File: src/rtl/mem_row_fetcher.sv
// Fetches one memory row per video line into a line buffer, then decodes the buffered
// words into per-pixel binary bit cells or hex digit cells for the display path.
module mem_row_fetcher #(
    parameter int unsigned RAM_WIDTH               = 16,
    parameter int unsigned ADDR_WIDTH              = 8,
    parameter int unsigned WORDS_PER_ROW           = 4,
    parameter int unsigned ROWS                    = 12,
    parameter int unsigned RAM_SCREEN_OFFSET       = 0,
    parameter int unsigned RAM_LATENCY             = 1,
    parameter int unsigned BITS_PER_MEMORY_PIXEL_X = 4,
    parameter int unsigned BITS_PER_MEMORY_PIXEL_Y = 5,
    parameter int unsigned PIXELS_PER_HEX_DIGIT    = 16
) (
    input  logic                  CLK_50,
    input  logic                  RESET,
    input  logic                  line_start,
    input  logic [9:0]            fetch_y,
    input  logic [9:0]            pixel_x,
    input  logic                  display_en,
    input  logic                  mode,
    output logic [ADDR_WIDTH-1:0] addr_screen,
    input  logic [RAM_WIDTH-1:0]  rdata_screen,
    output logic                  fetch_busy,
    output logic                  cell_valid,
    output logic                  cell_bit,
    output logic [3:0]            cell_nibble,
    output logic                  cell_is_hex,
    output logic                  overrun
);

    localparam int unsigned NIBS_PER_WORD = RAM_WIDTH / 4;
    localparam int unsigned IDX_W         = (WORDS_PER_ROW > 1) ? $clog2(WORDS_PER_ROW) : 1;
    localparam logic [IDX_W-1:0] LAST_IDX   = IDX_W'(WORDS_PER_ROW - 1);
    localparam logic [1:0]       LAST_DRAIN = 2'(RAM_LATENCY - 1);

    typedef enum logic [1:0] {StIdle, StFetch, StDrain} state_e;

    state_e                state_q;
    logic [ADDR_WIDTH-1:0] addr_q;
    logic                  busy_q;
    logic                  row_valid_q;
    logic                  mode_smp_q;
    logic                  hex_q;
    logic                  overrun_q;
    logic [IDX_W-1:0]      idx_q;
    logic [1:0]            drain_q;
    logic [RAM_LATENCY-1:0] pend_q;
    logic [IDX_W-1:0]      pend_idx_q [RAM_LATENCY];
    logic [RAM_WIDTH-1:0]  line_q [WORDS_PER_ROW];

    logic [9:0]            new_row;
    logic                  new_row_ok;
    logic [ADDR_WIDTH-1:0] new_base;

    assign new_row    = fetch_y >> BITS_PER_MEMORY_PIXEL_Y;
    assign new_row_ok = 32'(new_row) < ROWS;
    assign new_base   = ADDR_WIDTH'(RAM_SCREEN_OFFSET + 32'(new_row) * WORDS_PER_ROW);

    // pend_q tracks which issued addresses still have data in flight; stage
    // RAM_LATENCY-1 lines up with rdata_screen for that address.
    always_ff @(posedge CLK_50 or posedge RESET) begin
        if (RESET) begin
            state_q     <= StIdle;
            addr_q      <= '0;
            busy_q      <= 1'b0;
            row_valid_q <= 1'b0;
            mode_smp_q  <= 1'b0;
            hex_q       <= 1'b0;
            overrun_q   <= 1'b0;
            idx_q       <= '0;
            drain_q     <= '0;
            pend_q      <= '0;
            for (int i = 0; i < RAM_LATENCY; i++) begin
                pend_idx_q[i] <= '0;
            end
            for (int i = 0; i < WORDS_PER_ROW; i++) begin
                line_q[i] <= '0;
            end
        end else begin
            for (int i = RAM_LATENCY - 1; i > 0; i--) begin
                pend_q[i]     <= pend_q[i-1];
                pend_idx_q[i] <= pend_idx_q[i-1];
            end
            pend_q[0]     <= (state_q == StFetch);
            pend_idx_q[0] <= idx_q;

            if (pend_q[RAM_LATENCY-1] && !line_start) begin
                line_q[pend_idx_q[RAM_LATENCY-1]] <= rdata_screen;
            end

            if (line_start) begin
                // A new line always invalidates the buffer; an unfinished fetch is dropped.
                if (state_q != StIdle) begin
                    overrun_q <= 1'b1;
                end
                row_valid_q <= 1'b0;
                mode_smp_q  <= mode;
                pend_q      <= '0;
                if (new_row_ok) begin
                    state_q <= StFetch;
                    busy_q  <= 1'b1;
                    addr_q  <= new_base;
                    idx_q   <= '0;
                end else begin
                    state_q <= StIdle;
                    busy_q  <= 1'b0;
                end
            end else begin
                unique case (state_q)
                    StFetch: begin
                        if (idx_q == LAST_IDX) begin
                            state_q <= StDrain;
                            drain_q <= '0;
                        end else begin
                            idx_q  <= idx_q + 1'b1;
                            addr_q <= addr_q + 1'b1;
                        end
                    end
                    StDrain: begin
                        if (drain_q == LAST_DRAIN) begin
                            state_q     <= StIdle;
                            busy_q      <= 1'b0;
                            row_valid_q <= 1'b1;
                            hex_q       <= mode_smp_q;
                        end else begin
                            drain_q <= drain_q + 1'b1;
                        end
                    end
                    default: ;
                endcase
            end
        end
    end

    logic [31:0]          bin_idx;
    logic [31:0]          hex_idx;
    logic [31:0]          word_idx;
    logic [31:0]          bit_pos;
    logic [31:0]          nib_pos;
    logic [RAM_WIDTH-1:0] sel_word;
    logic                 in_range;
    logic                 valid_d;
    logic                 bit_d;
    logic [3:0]           nib_d;

    // Leftmost cell shows the most significant bit / nibble of each word.
    always_comb begin
        bin_idx  = 32'(pixel_x) >> BITS_PER_MEMORY_PIXEL_X;
        hex_idx  = 32'(pixel_x) / PIXELS_PER_HEX_DIGIT;
        word_idx = hex_q ? hex_idx / NIBS_PER_WORD : bin_idx / RAM_WIDTH;
        bit_pos  = RAM_WIDTH - 1 - bin_idx % RAM_WIDTH;
        nib_pos  = NIBS_PER_WORD - 1 - hex_idx % NIBS_PER_WORD;
        in_range = word_idx < WORDS_PER_ROW;
        sel_word = '0;
        for (int i = 0; i < WORDS_PER_ROW; i++) begin
            if (word_idx == 32'(i)) begin
                sel_word = line_q[i];
            end
        end
        valid_d = display_en & row_valid_q & ~busy_q & in_range;
        bit_d   = valid_d & ~hex_q & 1'(sel_word >> bit_pos);
        nib_d   = (valid_d & hex_q) ? 4'(sel_word >> (nib_pos * 4)) : 4'h0;
    end

    logic       cell_valid_q;
    logic       cell_bit_q;
    logic [3:0] cell_nibble_q;
    logic       cell_is_hex_q;

    always_ff @(posedge CLK_50 or posedge RESET) begin
        if (RESET) begin
            cell_valid_q  <= 1'b0;
            cell_bit_q    <= 1'b0;
            cell_nibble_q <= 4'h0;
            cell_is_hex_q <= 1'b0;
        end else begin
            cell_valid_q  <= valid_d;
            cell_bit_q    <= bit_d;
            cell_nibble_q <= nib_d;
            cell_is_hex_q <= hex_q;
        end
    end

    assign addr_screen = addr_q;
    assign fetch_busy  = busy_q;
    assign overrun     = overrun_q;
    assign cell_valid  = cell_valid_q;
    assign cell_bit    = cell_bit_q;
    assign cell_nibble = cell_nibble_q;
    assign cell_is_hex = cell_is_hex_q;

endmodule
File: config.mk
export PLATFORM = sky130hd
export DESIGN_NAME = mem_row_fetcher
export DESIGN_NICKNAME = d
export VERILOG_FILES = /design/src/rtl/mem_row_fetcher.sv
export SDC_FILE = /design/constraint.sdc
export NUM_CORES = 1
export LEC_CHECK = 0
export CORE_MARGIN = 3
export CORE_UTILIZATION = 55
export CTS_CLUSTER_DIAMETER = 120
export DETAILED_ROUTE_END_ITERATION = 16
export GPL_TIMING_DRIVEN = 1
export PLACE_DENSITY_LB_ADDON = 0.12
export SLEW_MARGIN = 15
export SYNTH_ARGS = -nofsm -noshare
export SYNTH_HDL_FRONTEND = slang
export SYNTH_SLANG_ARGS = --single-unit
File: constraint.sdc
create_clock -name CLK_50 -period 8.89 [get_ports CLK_50]
set_input_delay 1.778 -clock CLK_50 [delete_from_list [all_inputs] [get_ports CLK_50]]
set_output_delay 1.778 -clock CLK_50 [all_outputs]
set_load 0.02 [all_outputs]
==> reports/metrics.csv <==
metric;value;unit
grt_usage;23.8;%
maxCapViolCount;0;
layout_setup_ws;4190;ps
port-buffer-count;48;
async_flop_share;100;%
critical-path-top-delay-family;compound AO/OA/AOI/OAI gates;
cts_tree;built;
period_needed;4700;ps
yosysTopAreaCell;dfrtp_1;
synth_area;0.00469;sq mm
antenna_found_initial;0;
fill_cells;639;
vias;3588;
ctsHoldBuffers;0;
die_w;98.4;um
finalSetupViolations;0;
postSynthAreaPerCell;11.0;sq um
synth-main-ff-cell;dfrtp_1;
final_antenna_net_count;0;
worst_pin_slew;989;ps
cpMaxStageDelayCell;clkdlybuf4s50_1;
cts_setup_buffers;0;
arrival;5000;ps
place_congestion;0.880;
clockBufferDepth;2;
die_h;98.4;um
worst-path-max-fanout;24;
critPathKind;input pin to flop;
max_freq;0.213;GHz
hold_class;flop to flop;
finalSetupTns;0;ps
final.period_utilization;52.9;%
synthTopCellsByCount;93 x dfrtp_1, 63 x mux2_2, 39 x a21oi_1;
coreArea;0.00826;sq mm
ir_drop;144;uV
p_per_area;254;mW/mm^2
synthTopCellsByArea;dfrtp_1 50%, mux2_2 15%, a21oi_1 4.2%, mux2i_1 2.3%, o21ai_0 2.3%;
grt.overflow.total;0;
grt_pass1_wl;18300;um
cp-end-kind;flop;
drive_above_1_share;19.4;%
yosysMostFrequentCell;dfrtp_1;
grt_pass1_vias;3655;
area_growth;16.9;%
clk_pin_slew_worst_paths;90;ps
place_ws;3880;ps
yosys.area.top_type_share;49.6;%
rsz0062_at_grt;false;
ys_types;55;
fin_nets;516;
row_count;33;
cp-start-kind;input pin;
io_pins;58;
synth_edf_count;0;
cts-root-buf;clkbuf_8;
routed_wl;10800;um
required;9190;ps
synthesis.nets;475;
cts_inserted_buffers;9;
critical_path.max_stage_delay;1080;ps
path_buf_inv;1;
drtPass1Iterations;5;
drtIter0Drc;202;
clk_latency;370;ps
finalHoldViolations;0;
post_cts_resize_count;0;
final_max_slew_viol_count;0;
cts.sinks;93;
die_area;0.00967;sq mm
status;complete, no violations;
start_util;56.8;%
cts_max_level;3;
ys_ff_latch;93;
dp_hpwl;7450;um
finClkSkew;10.8;ps
max_slew_margin;33.9;%
drc_errors;0;
syn_inst;428;
grt_max_degree;87;
yosysWarnings;0;
wl_per_cell;18.7;um
path_cells;clkdlybuf4s50_1, nand2b_1, a21oi_2, a221o_1, o311ai_0, or3_1, o2111ai_1, and3_1;
power.leakage;2.40;nW
ys_seq_area_share;49.6;%
num_antenna_cells;0;
via_per_inst;6.20;
## logic make-up (layout without fill, tap and decap cells)
logic type | count (synthesis) | count (layout) | share of synthesized area [%]
compound gates | 116 | 116 | 16.1
simple gates | 100 | 100 | 11.5
mux | 74 | 74 | 17.5
flops | 93 | 93 | 49.6
fa+ha+maj | 6 | 6 | 1.60
buf+inv | 38 | 84 | 3.55
xor+xnor | 1 | 1 | 0.187
## final timing paths
check                      startpoint             to  slack (ps)  depth (start not counted)
max reg2reg                     hex_q       cell_bit        5980                          7
min reg2reg                  idx_q[1]  pend_idx_q[1]         410                          0
max in group asynchronous       RESET      line_q[0]        6320                          3
min                          idx_q[1]  pend_idx_q[1]         410                          0
min in group asynchronous       RESET     mode_smp_q        1620                          2
max                        pixel_x[8]       cell_bit        4190                          8
## metal layers
layer | global-route usage [%] | vias up | wire, um
met1 | 32.1 | 1776 | 4780
met4 | 7.88 | 0 | 171
met2 | 38.5 | 131 | 5290
met3 | 4.93 | 13 | 591
met5 | 0 | - | 0
li1 | - | 1668 | -
## cell usage in the layout (no fill, tap or decap), types with 11 or more instances in the layout
cell             Yosys  layout
dfrtp_1             93      93
mux2_2              63      63
clkdlybuf4s50_1      0      48
a21oi_1             39      39
nor2_1              25      25
o21ai_0             22      22
nand2_1             20      20
inv_1               16      15
o22ai_1             13      13
mux2i_1             11      11
## registers in the layout, indices dropped and copies added, names as in the netlist
register and flops:
overrun 1, drain_q 2, pend_idx_q 2, cell_nibble 4, cell_is_hex 1, line_q 64, cell_bit 1, row_valid_q 1
mode_smp_q 1, state_q 2, fetch_busy 1, addr_screen 8, hex_q 1, idx_q 2, pend_q 1, cell_valid 1
## report_power, final
part	total, mW	internal, mW	switching, mW
registers	0.670	0.567	0.103
clock network	0.345	0.189	0.156
logic	0.378	0.199	0.179
## area by class of cell
type / instances / area (sq um) / area share (%)
clock buffer: 9 / 124 / 2.26
clock inverter: 7 / 123 / 2.24
inverter: 16 / 61.3 / 1.12
multi-input combinational: 297 / 2200 / 40.2
sequential: 93 / 2330 / 42.4
tap: 105 / 131 / 2.40
timing repair buffer: 52 / 514 / 9.38
## worst register-to-register path: cells and delay by family (launching register included)
kind,cells,cell delay (ps)
compound gates,4,670
simple gates,3,1340
flops,1,850
## metrics by stage
step | power (mW) | utilization [%] | cells | area (sq um) | hold WS [ps]
floorplan | 0.929 | - | 428 | 4690 | 378
global placement | 1.03 | 63.4 | 563 | 5230 | 389
detailed placement | 1.05 | 63.4 | 563 | 5230 | 391
CTS | 1.40 | 66.4 | 579 | 5480 | 412
global route | 1.48 | 66.4 | 579 | 5480 | 434
finish | 1.39 | 66.4 | 579 | 5480 | 408
(Power assumes the default switching activity.)
